[src/rtl/byte_lane_packer.sv]
// Packs a byte-serial stream into LANES-wide words with per-lane write enables.
// A word is emitted when every lane is filled or when in_last flushes a partial word.
module byte_lane_packer #(
  parameter int LANES = 2
) (
  input  logic               clk,
  input  logic               areset,
  input  logic [7:0]         in_data,
  input  logic               in_valid,
  input  logic               in_last,
  output logic               in_ready,
  output logic [8*LANES-1:0] out_data,
  output logic [LANES-1:0]   out_byteena,
  output logic               out_valid,
  input  logic               out_ready
);

  localparam int KW = (LANES > 1) ? $clog2(LANES) : 1;

  typedef enum logic {S_COLLECT, S_HOLD} state_t;

  state_t               r_state, w_state_nxt;
  logic [KW-1:0]        r_k, w_k_nxt, w_lane;
  logic [8*LANES-1:0]   r_data, w_data_nxt;
  logic [LANES-1:0]     r_be, w_be_nxt;
  logic                 w_in_fire, w_out_fire;

  assign out_valid   = (r_state == S_HOLD);
  assign out_data    = r_data;
  assign out_byteena = r_be;
  assign in_ready    = !out_valid || out_ready;
  assign w_in_fire   = in_valid && in_ready;
  assign w_out_fire  = out_valid && out_ready;

  always_ff @(posedge clk or posedge areset) begin
    if (areset) begin
      r_state <= S_COLLECT;
      r_k     <= '0;
      r_data  <= '0;
      r_be    <= '0;
    end else begin
      r_state <= w_state_nxt;
      r_k     <= w_k_nxt;
      r_data  <= w_data_nxt;
      r_be    <= w_be_nxt;
    end
  end

  always_comb begin
    w_state_nxt = r_state;
    w_k_nxt     = r_k;
    w_data_nxt  = r_data;
    w_be_nxt    = r_be;
    w_lane      = r_k;

    // Retiring word: start a clean word so unwritten lanes read as zero.
    if (w_out_fire) begin
      w_state_nxt = S_COLLECT;
      w_k_nxt     = '0;
      w_data_nxt  = '0;
      w_be_nxt    = '0;
      w_lane      = '0;
    end

    if (w_in_fire) begin
      w_data_nxt[{w_lane, 3'b000} +: 8] = in_data;
      w_be_nxt[w_lane]                  = 1'b1;
      if ((w_lane == KW'(LANES - 1)) || in_last) begin
        w_state_nxt = S_HOLD;
        w_k_nxt     = '0;
      end else begin
        w_k_nxt = w_lane + KW'(1);
      end
    end
  end

endmodule

[config.mk]
export PLATFORM = sky130hd
export DESIGN_NAME = byte_lane_packer
export DESIGN_NICKNAME = d
export VERILOG_FILES = /design/src/rtl/byte_lane_packer.sv
export SDC_FILE = /design/constraint.sdc
export NUM_CORES = 1
export LEC_CHECK = 0
export CORE_UTILIZATION = 45
export DETAILED_ROUTE_END_ITERATION = 16
export GPL_TIMING_DRIVEN = 0
export PLACE_DENSITY_LB_ADDON = 0.3
export SETUP_SLACK_MARGIN = 0.2
export SLEW_MARGIN = 20
export SYNTH_ARGS = -nofsm -noshare
export SYNTH_HDL_FRONTEND = slang
export SYNTH_SLANG_ARGS = --single-unit
[constraint.sdc]
create_clock -name clk -period 1.2 [get_ports clk]
set_input_delay 0.18 -clock clk [delete_from_list [all_inputs] [get_ports clk]]
set_output_delay 0.18 -clock clk [all_outputs]
set_load 0.02 [all_outputs]
## Yosys cells after proc, flatten, opt, wreduce, memory -nomap -nowiden

Cells that the tools add are included.

- $add $sub $neg: 2
- $lt $le $gt $ge: 2
- Shifts and indexed selects: 2
- Muxes and demuxes: 13
- Bitwise logic cells: 1
- Reductions and logical operators: 6

Operators with widths:

| kind | count |
|---|---|
| $mux 16 | 2 |
| $bwmux 16 | 1 |
| $shift 8x6->16 const A | 1 |
| $shiftx 8x6->16 | 1 |
| $mux 1 | 7 |
| $neg 4->6 | 1 |
| $mux 2 | 2 |
| $logic_and 1x1->1 | 3 |
| $logic_or 1x1->1 | 2 |
| $lt 1x2->1 const B | 1 |
| $or 2x2->2 | 1 |
| $add 1x1->1 const B | 1 |
| $demux 1 s1 | 1 |
| $ge 1x1->1 const B | 1 |
| $logic_not 1->1 | 1 |

- Register bits: 20
- Input port bits: 13
- Output and inout bits: 20
- Logic and storage cells: 30

## Longest topological paths before layout

- Depth after elaboration: 8
- Gate-level depth with buffers: 5
- Gate-level depth less buffers: 3

## Worst setup path after synthesis

Ideal clock, no wire load.

- Path type: register to register
- Start point: register r_state, in the netlist out_valid
- End point: register r_k
- Setup time: 0.124 ns
- Arrival time: 1.029 ns
- Data required time: 1.076 ns
- Path slack: 0.047 ns
- Cell stages (with the launch flop): 4
- Buffers on the path: 1
- Period minus slack after synthesis: 1.153 ns
- Cells stage by stage: dfrtp_1 > buf_2 > o221ai_1 > o31a_1

- Word-level cells in the longest chain between the ends: 5
- Elaborated cells on any way between the ends: 9
- Those cells by class: add/sub: 1; mux: 3; reduce/logical: 5

Ends and longest elaborated chain:

| element | RTL line | RTL |
|---|---|---|
| from (decl) | 22 | `state_t r_state, w_state_nxt;` |
| from (signal assigned) | 42 | `r_state <= w_state_nxt;` |
| $logic_and 1x1->1 | 33 | `assign w_out_fire = out_valid && out_ready;` |
| $mux 1 | -- |  |
| $add 1x1->1 or $logic_or 1x1->1 (tied branches) | 72, 68 |  |
| $mux 1 | 68 | `if ((w_lane == KW'(LANES - 1)) \|\| in_last) begin` |
| $mux 1 (*) | 65 | `if (w_in_fire) begin` |
| named net w_k_nxt | 23 | `logic [KW-1:0] r_k, w_k_nxt, w_lane;` |
| to (signal assigned) | 43 | `r_k <= w_k_nxt;` |
| to (decl) | 23 |  |

Mark *: on every way through the listed nets, which the timed path passes. The rest lies on a longest branch.

## Worst setup path after layout

- Start point: register r_state, in the netlist out_valid
- End point: output port in_ready

- Word-level cells in the longest chain between the ends: 2

Ends and longest elaborated chain:

| element | RTL line | RTL |
|---|---|---|
| $logic_not 1->1 | 31 | `assign in_ready = !out_valid \|\| out_ready;` |
| $logic_or 1x1->1 | 31 |  |
| to (decl) | 11 | `output logic in_ready,` |

Every way passes these cells.

==> impl_metrics.tcl <==
set metrics [dict create \
    status "complete, but fails checks" \
    violations "negative setup slack" \
    rsz0062_at_grt "yes" \
    vias 1073 \
    seq_area_frac_synth 0.4700 \
    placed_area_sq_um 1430 \
    tritoncts "done" \
    hold_violations 0 \
    die_w_um 50.65 \
    p_int_mw 1.952 \
    cp.arrival_ns 1.13 \
    switching_share 0.3679 \
    hpwl_mm 1.721 \
    layout_min_cycle_time_ns 1.310 \
    seqPwrFrac 0.320 \
    r2r_start "r_k" \
    grt_pass1_wl_mm 5.057 \
    ys_ff_latch 20 \
    ff2ff_setup_slack_ns 0.04 \
    fp.dieH_um 50.65 \
    h-tree-depth 1 \
    fin_ws_ns -0.1103 \
    endpoint_kind "primary output" \
    antenna_found_initial 0 \
    grt_max_degree 21 \
    fin_setup_tns_ns -0.1930 \
    dp_slack_ns -0.6454 \
    postRouteAntennaNets 0 \
    worst_setup_path_start_kind "flop" \
    final_max_slew_viol_count 0 \
    leakage_nw 0.9160 \
    skew_ns 0.006873 \
    hold_buffers 0 \
    hold_ws_ns 0.1939 \
    cts_sinks 20 \
    cts_inserted_buffers 3 \
    path_clk_slew_ns 0.11 \
    root_buffer "clkbuf_4" \
    grt_pass1_vias 1052 \
    syn_to_final_growth_pct 77.09 \
    rows 17 \
    yosys_warnings 0 \
    hp-class "input pin to flop" \
    cap_violations 0 \
    drc 0 \
    crit_type "flop to primary output" \
    min_period_over_period 1.092 \
    wl_mm 3.313 \
    whs_endpoint "out_valid" \
    pwr-share-comb 0.570 \
    max_slew_margin 0.4804 \
    syn_area_per_cell_sq_um 10.14 \
    ir_drop_v 0.001221 \
    critPathMaxFanout 2 \
    port_buffers 31 \
    finalSetupViolCount 2 \
    p_switching_mw 1.136 \
    max_freq_ghz 0.7632 \
    final_area_sq_um 1886 \
    synth_cell_types 21 \
    drt-initial-drc-count 21 \
    syn_nets 118 \
    via_per_inst 5.531 \
    clkLatencyLatePin_ns 0.31 \
    ioPinCount 33 \
    worstHoldStart "in_valid" \
    drive_gt1_frac 0.4759 \
    power_density_nw_per_um2 1637 \
    initial_core_util 0.4813 \
    hold_path_depth 3 \
    drt_first_pass_iters 4 \
    overflow 0 \
    worst_r2r_endpoint "r_k" \
    wl_per_cell_um 17.08 \
    syn_area_sq_um 1065 \
    worst_pin_slew_ns 0.7786 \
    fin_nets 180 \
    worstPathRequired_ns 1.02 \
    p_clk_frac 0.110 \
    clock_path_buffers 2 \
    routabilityCongestion 0.7472 \
    synth_cells 105 \
    coreArea_sq_um 2212 \
    track_usage 0.2771 \
    fp.dieArea_sq_um 2565 \
    ff2ff_path_depth 4 \
    diodes 0 \
]
==> cells by family after synthesis <==
family | count (synthesis) | synth area share
AND/OR/NAND/NOR | 26 | 0.1269
multiplexers | 24 | 0.2256
AO/OA/AOI/OAI | 23 | 0.1199
flip-flops | 20 | 0.4700
buffers and inverters | 12 | 0.05758
==> synth_stat cells (all sizes together) <==
cell | n | area (sq um)
a21oi | 10 | 50.05
o31a | 1 | 8.760
and2b | 1 | 7.510
and2 | 1 | 6.260
o221ai | 2 | 17.52
dfrtp | 20 | 500.5
nand2 | 11 | 43.80
buf | 6 | 38.79
nor2 | 2 | 10.01
mux2i | 24 | 240.2
o22ai | 1 | 6.260
nor2b | 9 | 56.30
o21ai | 9 | 45.04
nand3 | 1 | 5.000
inv | 5 | 18.77
clkbuf | 1 | 3.750
nand2b | 1 | 6.260
==> per-layer routing <==
layer | vias to the layer above | share of wire | GRT usage
li1 | 488 | - | -
met1 | 554 | 0.42 | 0.3148
met2 | 24 | 0.54 | 0.5244
met3 | 7 | 0.030 | 0.06364
met4 | 0 | 0.010 | 0.05093
met5 | - | 0 | 0
==> flip-flops by register name, summed over array words and instances, names as in the netlist <==
register,count
out_data,16
out_valid,1
out_byteena,2
r_k,1
==> power groups by stage <==
stage / sequential (mW) / clock, mW / combinational, mW
2_1_floorplan: 1.17 / 0 / 0.440
3_3_place_gp: 0.981 / 0 / 1.08
3_5_place_dp: 0.994 / 0 / 1.10
4_1_cts: 0.977 / 0.350 / 1.54
5_1_grt: 0.998 / 0.384 / 1.85
6_report: 0.987 / 0.341 / 1.76
==> cell type report <==
class                           instances  area, sq um
Multi-Input combinational cell         73        648.1
Timing Repair Buffer                   57        568.0
Sequential cell                        20        501.7
Fill cell                             119        326.6
Buffer                                  7        85.08
Tap cell                               28        35.03
Clock buffer                            4        26.28
Inverter                                5        21.27
==> critical path, stage by stage, from the launching register on <==
cell	delay, ns
dfrtp_2	0.42
nor2b_4	0.13
buf_6	0.12
inv_4	0.04
buf_6	0.10
==> stage by stage <==
step / power (mW) / cells / util
finish: 3.088 / 194 / 0.8524
global route: 3.237 / 194 / 0.8524
CTS: 2.870 / 189 / 0.7969
detailed placement: 2.094 / 164 / 0.6465
global placement: 2.059 / 164 / 0.6465
floorplan: 1.614 / 105 / -
==> repair_timing <==
action	4_1_cts	5_1_grt
gates resized for setup	144	16
cloned	2	0
pin swaps	10	5
setup endpoints to repair	39	40
buffers inserted	19	5
==> how the worst max path moves through the flow <==
stage / from / endpoint / slack, ns / cells past startpoint
after floorplan: r_k / r_k / 0.18 / 4
after global placement: out_ready / in_ready / -0.63 / 5
after detailed placement: out_ready / in_ready / -0.65 / 5
after CTS: out_valid / in_ready / -0.13 / 4
after global routing: out_valid / in_ready / -0.15 / 4
final: out_valid / in_ready / -0.11 / 4
==> cell usage in the layout (no fill, tap or decap), types with 2 or more instances in the layout <==
master and count:
clkdlybuf4s50_1 10, clkbuf_4 3, inv_1 4, mux2i_1 18, buf_2 2, nand2_1 10
mux2i_4 3, dfrtp_1 19, nor2b_1 8, a21oi_1 10, buf_6 25, buf_4 22
o21ai_2 7, mux2i_2 3
Note: power is estimated with default switching activity, not from simulation.
